`config.mk`:
```
export PLATFORM = sky130hd
export DESIGN_NAME = rgb_frame_reader
export DESIGN_NICKNAME = d
export VERILOG_FILES = /design/src/rtl/pixel_stream_pkg.sv /design/src/rtl/frame_pixel_counter.sv /design/src/rtl/rgb_frame_reader.sv
export SDC_FILE = /design/constraint.sdc
export NUM_CORES = 1
export LEC_CHECK = 0
export ABC_AREA = 0
export CAP_MARGIN = 20
export CORE_ASPECT_RATIO = 0.9
export CORE_MARGIN = 2
export CORE_UTILIZATION = 41
export DETAILED_ROUTE_END_ITERATION = 8
export GPL_TIMING_DRIVEN = 0
export PLACE_DENSITY = 0.68
export SYNTH_ARGS = -nofsm -noshare
export SYNTH_HDL_FRONTEND = slang
export SYNTH_SLANG_ARGS = --single-unit
```
`constraint.sdc`:
```
create_clock -name clk -period 10.7 [get_ports clk]
set_clock_uncertainty 0.2 [all_clocks]
set_input_delay 2.675 -clock clk [delete_from_list [all_inputs] [get_ports clk]]
set_output_delay 2.675 -clock clk [all_outputs]
set_load 0.01 [all_outputs]
```
`src/rtl/pixel_stream_pkg.sv`:
```
// Shared definitions for the pixel-stream blocks (frame reader now, frame
// writer later): default widths and the per-pixel FSM state encoding.
//
// Contents:
//   PS_INT_WIDTH   bits per colour sample / memory word
//   PS_DIM_WIDTH   bits of the width/height inputs
//   PS_ADDR_WIDTH  memory word-address width
//   px_state_t     IDLE, RD_R, RD_G, RD_B, CAP, SEND (IDLE encodes as 0)
//   is_read_state  true for the states that issue a memory read
package pixel_stream_pkg;

    localparam int PS_INT_WIDTH  = 8;
    localparam int PS_DIM_WIDTH  = 13;
    localparam int PS_ADDR_WIDTH = 20;

    typedef enum logic [2:0] {
        ST_IDLE = 3'd0,
        ST_RD_R = 3'd1,
        ST_RD_G = 3'd2,
        ST_RD_B = 3'd3,
        ST_CAP  = 3'd4,
        ST_SEND = 3'd5
    } px_state_t;

    function automatic logic is_read_state(input px_state_t s);
        return (s == ST_RD_R) || (s == ST_RD_G) || (s == ST_RD_B);
    endfunction

endpackage

```
`src/rtl/frame_pixel_counter.sv`:
```
// Raster position counters for one frame.
//
// Ports:
//   clk, rst   clock and synchronous active-high reset
//   clear      restart at pixel 0 (frame start)
//   advance    step to the next pixel in raster order
//   width      pixels per line of the current frame (non-zero while used)
//   npix       pixels in the current frame (non-zero while used)
//   idx        raster index of the current pixel
//   sof        current pixel is the first of the frame
//   eol        current pixel is the last of its line
//   eof        current pixel is the last of the frame
module frame_pixel_counter
    import pixel_stream_pkg::*;
#(
    parameter int DIM_WIDTH = PS_DIM_WIDTH
) (
    input  logic                   clk,
    input  logic                   rst,
    input  logic                   clear,
    input  logic                   advance,
    input  logic [DIM_WIDTH-1:0]   width,
    input  logic [2*DIM_WIDTH-1:0] npix,
    output logic [2*DIM_WIDTH-1:0] idx,
    output logic                   sof,
    output logic                   eol,
    output logic                   eof
);

    logic [DIM_WIDTH-1:0] col;
    logic [DIM_WIDTH-1:0] row;

    always_ff @(posedge clk) begin
        if (rst || clear) begin
            idx <= '0;
            col <= '0;
            row <= '0;
        end else if (advance) begin
            idx <= idx + 1'b1;
            if (eol) begin
                col <= '0;
                row <= row + 1'b1;
            end else begin
                col <= col + 1'b1;
            end
        end
    end

    // With width==1 col is always 0 == width-1, so every pixel ends a line.
    assign sof = (idx == '0);
    assign eol = (col == width - 1'b1);
    assign eof = (idx == npix - 1'b1);

endmodule

```
`src/rtl/rgb_frame_reader.sv`:
```
// Reads a planar RGB frame (R plane, G plane, B plane; each width*height
// bytes in raster order) from a 1-cycle-latency synchronous memory and emits
// one RGB pixel per handshake, with sof/eol/eof markers.
//
// Ports:
//   clk, rst        clock, synchronous active-high reset
//   start           one-cycle pulse starting a frame (ignored while busy)
//   width, height   frame geometry, sampled on an accepted start
//   mem_addr        read address (holds its last value when mem_rd=0)
//   mem_rd          read strobe; mem_rdata is valid the following cycle
//   mem_rdata       read data
//   R, G, B         pixel samples
//   dout_valid      pixel valid
//   dout_ready      sink ready
//   sof, eol, eof   first pixel / last of line / last of frame
//   busy            frame in progress
//   done            one-cycle pulse when a frame ends (normal or error)
//   err             frame did not fit the address space; sticky to next start
//   fsm_state       current FSM state, for observation
//
// Handshake: a pixel transfers on a rising edge where dout_valid and
// dout_ready are both 1; once dout_valid is raised, R/G/B and the flags stay
// constant and dout_valid stays high until that transfer happens.
module rgb_frame_reader
    import pixel_stream_pkg::*;
#(
    parameter int INT_WIDTH  = PS_INT_WIDTH,
    parameter int DIM_WIDTH  = PS_DIM_WIDTH,
    parameter int ADDR_WIDTH = PS_ADDR_WIDTH
) (
    input  logic                  clk,
    input  logic                  rst,
    input  logic                  start,
    input  logic [DIM_WIDTH-1:0]  width,
    input  logic [DIM_WIDTH-1:0]  height,
    output logic [ADDR_WIDTH-1:0] mem_addr,
    output logic                  mem_rd,
    input  logic [INT_WIDTH-1:0]  mem_rdata,
    output logic [INT_WIDTH-1:0]  R,
    output logic [INT_WIDTH-1:0]  G,
    output logic [INT_WIDTH-1:0]  B,
    output logic                  dout_valid,
    input  logic                  dout_ready,
    output logic                  sof,
    output logic                  eol,
    output logic                  eof,
    output logic                  busy,
    output logic                  done,
    output logic                  err,
    output px_state_t             fsm_state
);

    localparam int NPIX_W = 2 * DIM_WIDTH;
    // Wide enough for 3*npix and for 2**ADDR_WIDTH without wrap-around.
    localparam int CHK_W  = ((NPIX_W > ADDR_WIDTH) ? NPIX_W : ADDR_WIDTH) + 2;

    px_state_t state_q, state_d;

    logic [DIM_WIDTH-1:0]  width_q;
    logic [NPIX_W-1:0]     npix_q;
    logic [ADDR_WIDTH-1:0] mem_addr_q;

    logic [NPIX_W-1:0]     idx;
    logic                  cnt_sof, cnt_eol, cnt_eof;
    logic                  cnt_clear, cnt_adv;

    logic [NPIX_W-1:0]     start_npix;
    logic [CHK_W-1:0]      start_span;
    logic [CHK_W-1:0]      addr_limit;
    logic                  too_big;
    logic                  empty;
    logic                  accept;

    logic [CHK_W-1:0]      idx_w;
    logic [CHK_W-1:0]      addr_wide;
    logic                  rd_c;

    // Geometry of the requested frame, evaluated at the start pulse.
    assign start_npix = NPIX_W'(width) * NPIX_W'(height);
    assign start_span = CHK_W'(start_npix) + (CHK_W'(start_npix) << 1);
    assign addr_limit = CHK_W'(1) << ADDR_WIDTH;
    assign too_big    = (start_span > addr_limit);
    assign empty      = (start_npix == '0);

    assign idx_w = CHK_W'(idx);

    frame_pixel_counter #(
        .DIM_WIDTH (DIM_WIDTH)
    ) u_counter (
        .clk     (clk),
        .rst     (rst),
        .clear   (cnt_clear),
        .advance (cnt_adv),
        .width   (width_q),
        .npix    (npix_q),
        .idx     (idx),
        .sof     (cnt_sof),
        .eol     (cnt_eol),
        .eof     (cnt_eof)
    );

    always_ff @(posedge clk) begin
        if (rst) begin
            state_q <= ST_IDLE;
        end else begin
            state_q <= state_d;
        end
    end

    always_comb begin
        state_d   = state_q;
        accept    = 1'b0;
        cnt_clear = 1'b0;
        cnt_adv   = 1'b0;
        addr_wide = idx_w;
        case (state_q)
            ST_IDLE: begin
                if (start) begin
                    accept    = 1'b1;
                    cnt_clear = 1'b1;
                    if (!empty && !too_big) begin
                        state_d = ST_RD_R;
                    end
                end
            end
            ST_RD_R: begin
                addr_wide = idx_w;
                state_d   = ST_RD_G;
            end
            ST_RD_G: begin
                addr_wide = CHK_W'(npix_q) + idx_w;
                state_d   = ST_RD_B;
            end
            ST_RD_B: begin
                addr_wide = (CHK_W'(npix_q) << 1) + idx_w;
                state_d   = ST_CAP;
            end
            ST_CAP: begin
                state_d = ST_SEND;
            end
            ST_SEND: begin
                if (dout_ready) begin
                    if (eof) begin
                        state_d = ST_IDLE;
                    end else begin
                        cnt_adv = 1'b1;
                        state_d = ST_RD_R;
                    end
                end
            end
            default: begin
                state_d = ST_IDLE;
            end
        endcase
    end

    // The frame was range-checked at start, so the truncation drops only
    // zero bits.
    assign rd_c     = is_read_state(state_q);
    assign mem_rd   = rd_c;
    assign mem_addr = rd_c ? ADDR_WIDTH'(addr_wide) : mem_addr_q;

    always_ff @(posedge clk) begin
        if (rst) begin
            width_q    <= '0;
            npix_q     <= '0;
            mem_addr_q <= '0;
            R          <= '0;
            G          <= '0;
            B          <= '0;
            dout_valid <= 1'b0;
            sof        <= 1'b0;
            eol        <= 1'b0;
            eof        <= 1'b0;
            busy       <= 1'b0;
            done       <= 1'b0;
            err        <= 1'b0;
        end else begin
            done <= 1'b0;
            if (rd_c) begin
                mem_addr_q <= ADDR_WIDTH'(addr_wide);
            end
            case (state_q)
                ST_IDLE: begin
                    if (accept) begin
                        width_q <= width;
                        npix_q  <= start_npix;
                        err     <= too_big;
                        // Degenerate or oversized frames end right away.
                        if (empty || too_big) begin
                            done <= 1'b1;
                        end else begin
                            busy <= 1'b1;
                        end
                    end
                end
                // Each state captures the word requested by the previous one.
                ST_RD_G: R <= mem_rdata;
                ST_RD_B: G <= mem_rdata;
                ST_CAP: begin
                    B          <= mem_rdata;
                    dout_valid <= 1'b1;
                    sof        <= cnt_sof;
                    eol        <= cnt_eol;
                    eof        <= cnt_eof;
                end
                ST_SEND: begin
                    if (dout_ready) begin
                        dout_valid <= 1'b0;
                        if (eof) begin
                            done <= 1'b1;
                            busy <= 1'b0;
                        end
                    end
                end
                default: ;
            endcase
        end
    end

    assign fsm_state = state_q;

endmodule

```
== Word-level counts from Yosys, hierarchy flattened ==
Cells that the tools add are included.

* Bits in registers: 132
* Bits of input ports: 38
* Output and inout bits: 55

* $add $sub $neg: 7
* $mul: 1
* Magnitude comparators: 1
* Equal/unequal tests: 13
* Muxes and demuxes: 25
* Reductions and logical operators: 16

{| class="wikitable"
|+ Operator list
! kind !! count
|-
| logical NOT 26 bit || 2
|-
| adder 20 bit || 2
|-
| case mux 20 bit (2 select lines) || 1
|-
| adder 26 x 27 -> 28 bit || 1
|-
| greater-than comparator 28 x 21 -> 1 bit (second input constant) || 1
|-
| adder 26 x 1 -> 26 bit (second input constant) || 1
|-
| == test 26 bit || 1
|-
| multiplier 13 x 13 -> 26 bit || 1
|-
| subtractor 26 x 1 -> 26 bit (second input constant) || 1
|-
| 2-to-1 mux 20 bit || 1
|-
| case mux 3 bit (6 select lines) || 1
|-
| 2-to-1 mux 1 bit || 15
|-
| adder 13 x 1 -> 13 bit (second input constant) || 1
|-
| == test 13 bit || 1
|-
| 2-to-1 mux 13 bit || 1
|-
| subtractor 13 x 1 -> 13 bit (second input constant) || 1
|-
| != test 2 bit (second input constant) || 5
|-
| 2-to-1 mux 3 bit || 3
|-
| == test 3 x 2 -> 1 bit (second input constant) || 2
|-
| == test 3 bit (second input constant) || 2
|-
| case mux 1 bit (2 select lines) || 3
|-
| AND reduction 5 bit || 1
|-
| logical OR 1 bit || 4
|-
| AND reduction 2 bit || 2
|-
| 7 further kinds || 9
|}

== Logic depth before layout (Yosys ltp) ==
* Depth in word-level cells: 8
* Gate-level depth with buffers: 34

== Hierarchy ==
A second synthesis with hierarchy kept.

* Cells, all modules: 2002
* Area total of the unflattened synthesis: 15859.0 sq um

{| class="wikitable"
|+ By module, submodules not included
! module !! instances !! cells each !! area an instance (sq um) !! sequential area each (sq um)
|-
| rgb_frame_reader || 1 || 1601 || 12768.5 || 1861.8
|-
| frame_pixel_counter || 1 || 401 || 3090.5 || 780.7
|}

== Least setup slack after synthesis ==
OpenSTA, ideal clock, no wires.

* Kind: input to register
* Start point: input port height[6]
* End point: register state_q[0], in the netlist fsm_state[0]
* Setup time: 0.103 ns
* Arrival: 9.877 ns
* Required time: 10.397 ns
* Setup slack: 0.519 ns
* Cell stages on the path: 28
* Buffers on the path: 3
* Path through: clkbuf_1 > nand2_1 > fa_1 > fa_1 > inv_1 > fa_1 > fa_1 > inv_1 > fa_1 > inv_1 > ha_1 > clkbuf_1 > a2111oi_0 > a21boi_0 > a21o_1 > a21oi_1 > xnor2_1 > ha_1 > clkbuf_1 > nand3_1 > a2111oi_0 > nor4_1 > nand2b_1 > o21ai_0 > a41oi_1 > xnor2_1 > o41a_1 > a2111oi_2

* Cells in the longest elaborated chain, start to end: 7
* Elaborated cells on any way between the ends: 9

{| class="wikitable"
|+ RTL lines
! what !! RTL line !! RTL
|-
| start, declared || rgb_frame_reader.sv:35 || <nowiki>input logic [DIM_WIDTH-1:0] height,</nowiki>
|-
| multiplier 13 x 13 -> 26 bit * || rgb_frame_reader.sv:79 || <nowiki>assign start_npix = NPIX_W'(width) * NPIX_W'(height);</nowiki>
|-
| net start_npix[18] || rgb_frame_reader.sv:67 || <nowiki>logic [NPIX_W-1:0] start_npix;</nowiki>
|-
| adder 26 x 27 -> 28 bit || rgb_frame_reader.sv:80 || <nowiki>assign start_span = CHK_W'(start_npix) + (CHK_W'(start_npix) << 1);</nowiki>
|-
| greater-than comparator 28 x 21 -> 1 bit || rgb_frame_reader.sv:82 || <nowiki>assign too_big = (start_span > addr_limit);</nowiki>
|-
| logical NOT 1 bit || rgb_frame_reader.sv:121 || <nowiki>if (!empty && !too_big) begin</nowiki>
|-
| logical AND 1 bit * || rgb_frame_reader.sv:121 ||
|-
| != test 2 bit (no source line) * || -- ||
|-
| AND reduction 3 bit (no source line) * || -- ||
|-
| end signal, assigned || rgb_frame_reader.sv:106 || <nowiki>state_q <= state_d;</nowiki>
|-
| end, declared || rgb_frame_reader.sv:57 || <nowiki>px_state_t state_q, state_d;</nowiki>
|}

The timed path passes the listed nets; every way through them passes the cells marked *.
A chain may end at the register's enable or synchronous reset.

== Worst setup path after layout ==
* Start point: input port height[12]
* End point: register state_q[0], in the netlist fsm_state[0]

The elaborated chain is that of the path after synthesis.

==> flow_summary.yaml <==
grt:
  grt_util_all_layers_pct: 24.0
  grt_pass1_vias: 14400
  grt_overflow_total: 0
  grt_max_degree: 17
  grt_antenna_before_repair: 0
  grt_pass1_wl_mm: 76.5
timing:
  max_slew_margin_pct: 30.1
  setup-violations-final: 0
  drv_slew: 0
  holdWs_ps: 259
  fin_crit_sh_pct: 97.3
  fin_crit_ps: 10410
  worst_slew_pin_slew_ps: 1040
  hold_violations: 0
  max_clock_freq_ghz: 0.0961
clock_network:
  htreeDepth: 4
  clk_transition_reported_paths_ps: 70
  cts_sinks: 132
  cts_tree: "done"
  clk_latency_ps: 440
  cts_root_buf: "clkbuf_16"
  numCtsBuffers: 17
  ctsLongestPathBuffers: 2
  hold_buffers: 0
setup_path:
  crit_path_max_fanout: 10
  end_kind: "register"
  r2r_cells: 13
  critPathCapture: "fsm_state[0]"
  critPathRequiredTime_ps: 10840
  worst-endpoint-arrival_ps: 10550
  crit_type: "in2reg"
  r2r_start: "u_counter.idx[1]"
  startpoint: "height[12]"
  r2r_slack_ps: 6570
  critPathMaxStageDelay_ps: 560
  cp_common_cell: "fa_1"
  r2r_end: "mem_addr_q[19]"
  crit_path_start_kind: "primary input"
  slowest_stage: "fa_1"
place:
  io_buffers: 91
  place_area_sq_um: 17300
  gp_congestion: 0.943
  place_hpwl_mm: 38.5
final_layout:
  fillCellCount: 3687
  nNetsFinal: 2464
  syn2layout_area_growth_pct: 17.1
  fin_area_sq_um: 18500
  drive_above_1_share_pct: 7.30
  post-route-util_pct: 48.4
  diodes: 0
synthesis:
  ys.flop_type: "dfxtp_1"
  synth_warnings: 0
  syn_nets: 2346
  ys_ff_latch: 132
  ys_async_sr_fraction_pct: 0
  syn_area_sq_um: 15800
  syn_area_per_cell_sq_um: 7.77
  synth_edf_count: 0
  synth_cell_types: 80
  synth-seq-area-share_pct: 16.7
  syn-instance-count: 2034
floorplan:
  die_w_microns: 211
  die_h_microns: 190
  start_util_pct: 41.4
  ios: 93
  coreArea_sq_um: 38200
  rows: 68
  die_area_sq_um: 40100
detailed_routing:
  post-route-drc-count: 0
  vias: 14900
  postRouteAntennaNets: 0
  avgRoutedWirePerCell_microns: 18.0
  dr.first_iter.drc_count: 1151
  routed_wl_mm: 47.7
  vias_per_cell: 5.63
  firstDrtPassIters: 5
worst_hold_path:
  hold_path.class: "reg2reg"
run:
  maxCapViolations: 0
outcome:
  status: "finished clean"
## Yosys cell counts, drive strengths merged, types with 4 or more instances
master   instances  area share [%]
nand2          285             6.8
inv            232             5.5
a21oi          152             4.8
ha             150              12
nor2           141             3.4
dfxtp          132              17
fa             124              16
and2           104             4.1
clkbuf          90             2.1
xnor2           85             4.8
o21ai           65             2.1
xor2            56             3.1
nand3           50             1.6
nor3            35             1.1
a21o            25             1.2
and3            21            0.83
a211oi          19            0.90
a31oi           17            0.71
nand4           17            0.67
o21bai          16            0.76
nor4            15            0.63
o22ai           14            0.55
or3             13            0.51
nand2b          10            0.40
nor2b           10            0.40
mux2i            9            0.57
a2111oi          8            0.48
o2111ai          8            0.44
o211ai           8            0.38
o21a             7            0.33
o31a             7            0.39
a221oi           6            0.33
nor3b            6            0.29
nor4b            6            0.33
o22a             6            0.33
and4             5            0.28
nand3b           5            0.24
or2              5            0.20
a31o             4            0.22
buf              4            0.14
o311ai           4            0.22
o31ai            4            0.19
## layer usage
metal | GRT usage [%] | share of wire (%) | up-vias
met5 | 0 | 0 | -
met4 | 5.42 | 1.7 | 0
met3 | 3.54 | 6.7 | 58
met2 | 38.6 | 46 | 449
met1 | 34.0 | 46 | 7360
li1 | - | - | 7077
## sequential cells by signal, summed over array words and instances (netlist names), 3 cells and up
name	cells
u_counter.idx	26
R	8
u_counter.col	13
fsm_state	3
width_q	13
mem_addr_q	20
G	8
B	8
npix_q	26
## cells in the final DEF (no fill, tap or decap), types with 12 or more instances in the layout
cell type | Yosys | routed
o21bai_1 | 16 | 15
fa_1 | 124 | 124
or3_1 | 13 | 13
nor3_1 | 34 | 30
clkbuf_2 | 1 | 13
nor2_1 | 141 | 140
dfxtp_1 | 132 | 132
a21oi_1 | 152 | 143
o21ai_0 | 62 | 58
xor2_1 | 56 | 55
ha_1 | 150 | 144
clkbuf_16 | 0 | 17
and3_1 | 21 | 21
nand2_1 | 285 | 285
nand3_1 | 49 | 48
a211oi_1 | 19 | 16
nand4_1 | 17 | 17
clkdlybuf4s50_1 | 0 | 67
clkbuf_1 | 89 | 57
nor4_1 | 14 | 12
a31oi_1 | 16 | 16
xnor2_1 | 84 | 76
and2_1 | 104 | 104
o22ai_1 | 14 | 13
buf_4 | 2 | 18
inv_1 | 231 | 231
dlymetal6s2s_1 | 0 | 15
a21o_1 | 25 | 25
## cell families after synthesis
| kind of cell | Yosys count | synth area share [%] |
|---|---|---|
| adders and majority gates | 274 | 27.6 |
| xor gates and xnor gates | 143 | 8.15 |
| muxes | 12 | 0.784 |
| and+or+nand+nor | 736 | 22.2 |
| AOI/OAI and AO/OA | 410 | 16.7 |
| DFF | 132 | 16.7 |
| buffers and inverters | 327 | 7.83 |
## critical path, delay by kind of cell
| kind | cells | cell delay [ps] |
|---|---|---|
| adder cells (fa/ha/maj) | 7 | 3230 |
| AO/OA/AOI/OAI | 9 | 2160 |
| AND/OR/NAND/NOR | 6 | 1110 |
| buffers and inverters | 6 | 1070 |
| XOR/XNOR | 1 | 280 |
## through the flow
stage	std cells	setup TNS [ps]	setup slack, ps
6_report	2655	0	294
5_1_grt	2655	-34.1	-34.1
4_1_cts	2649	0	20.9
3_5_place_dp	2615	-6390	-1790
3_3_place_gp	2615	-6100	-1690
2_1_floorplan	2034	0	519
## how the worst min path moves through the flow
stage                           start     endpoint  slack, ps  cells past startpoint
after floorplan           width_q[12]  width_q[12]        250                      2
after global placement           B[6]         B[6]        240                      2
after detailed placement         G[0]         G[0]        250                      2
after CTS                        G[0]         G[0]        260                      2
after global routing             G[6]         G[6]        270                      2
final                            G[5]         G[5]        260                      2
## timing repair
item,in CTS,in global routing
setup endpoints to repair,4,4
setup buffers,6,7
gates resized for setup,81,119
pin swaps,5,12
endpoints found under the hold margin,0,0
## final cells by class
class / instances / area, sq um / share of cell area, %
multi-input cells: 1575 / 12300 / 66.7
flip-flops and latches: 132 / 2640 / 14.3
repair buffers: 104 / 1010 / 5.46
inverters: 233 / 875 / 4.73
well taps: 490 / 613 / 3.31
plain buffers: 89 / 462 / 2.50
clock buffers: 17 / 425 / 2.30
clock inverters: 15 / 138 / 0.744
Power is left out: the tool's default activity adds up to more than one toggle a clock period on the data nets, which glitch-free logic cannot reach.
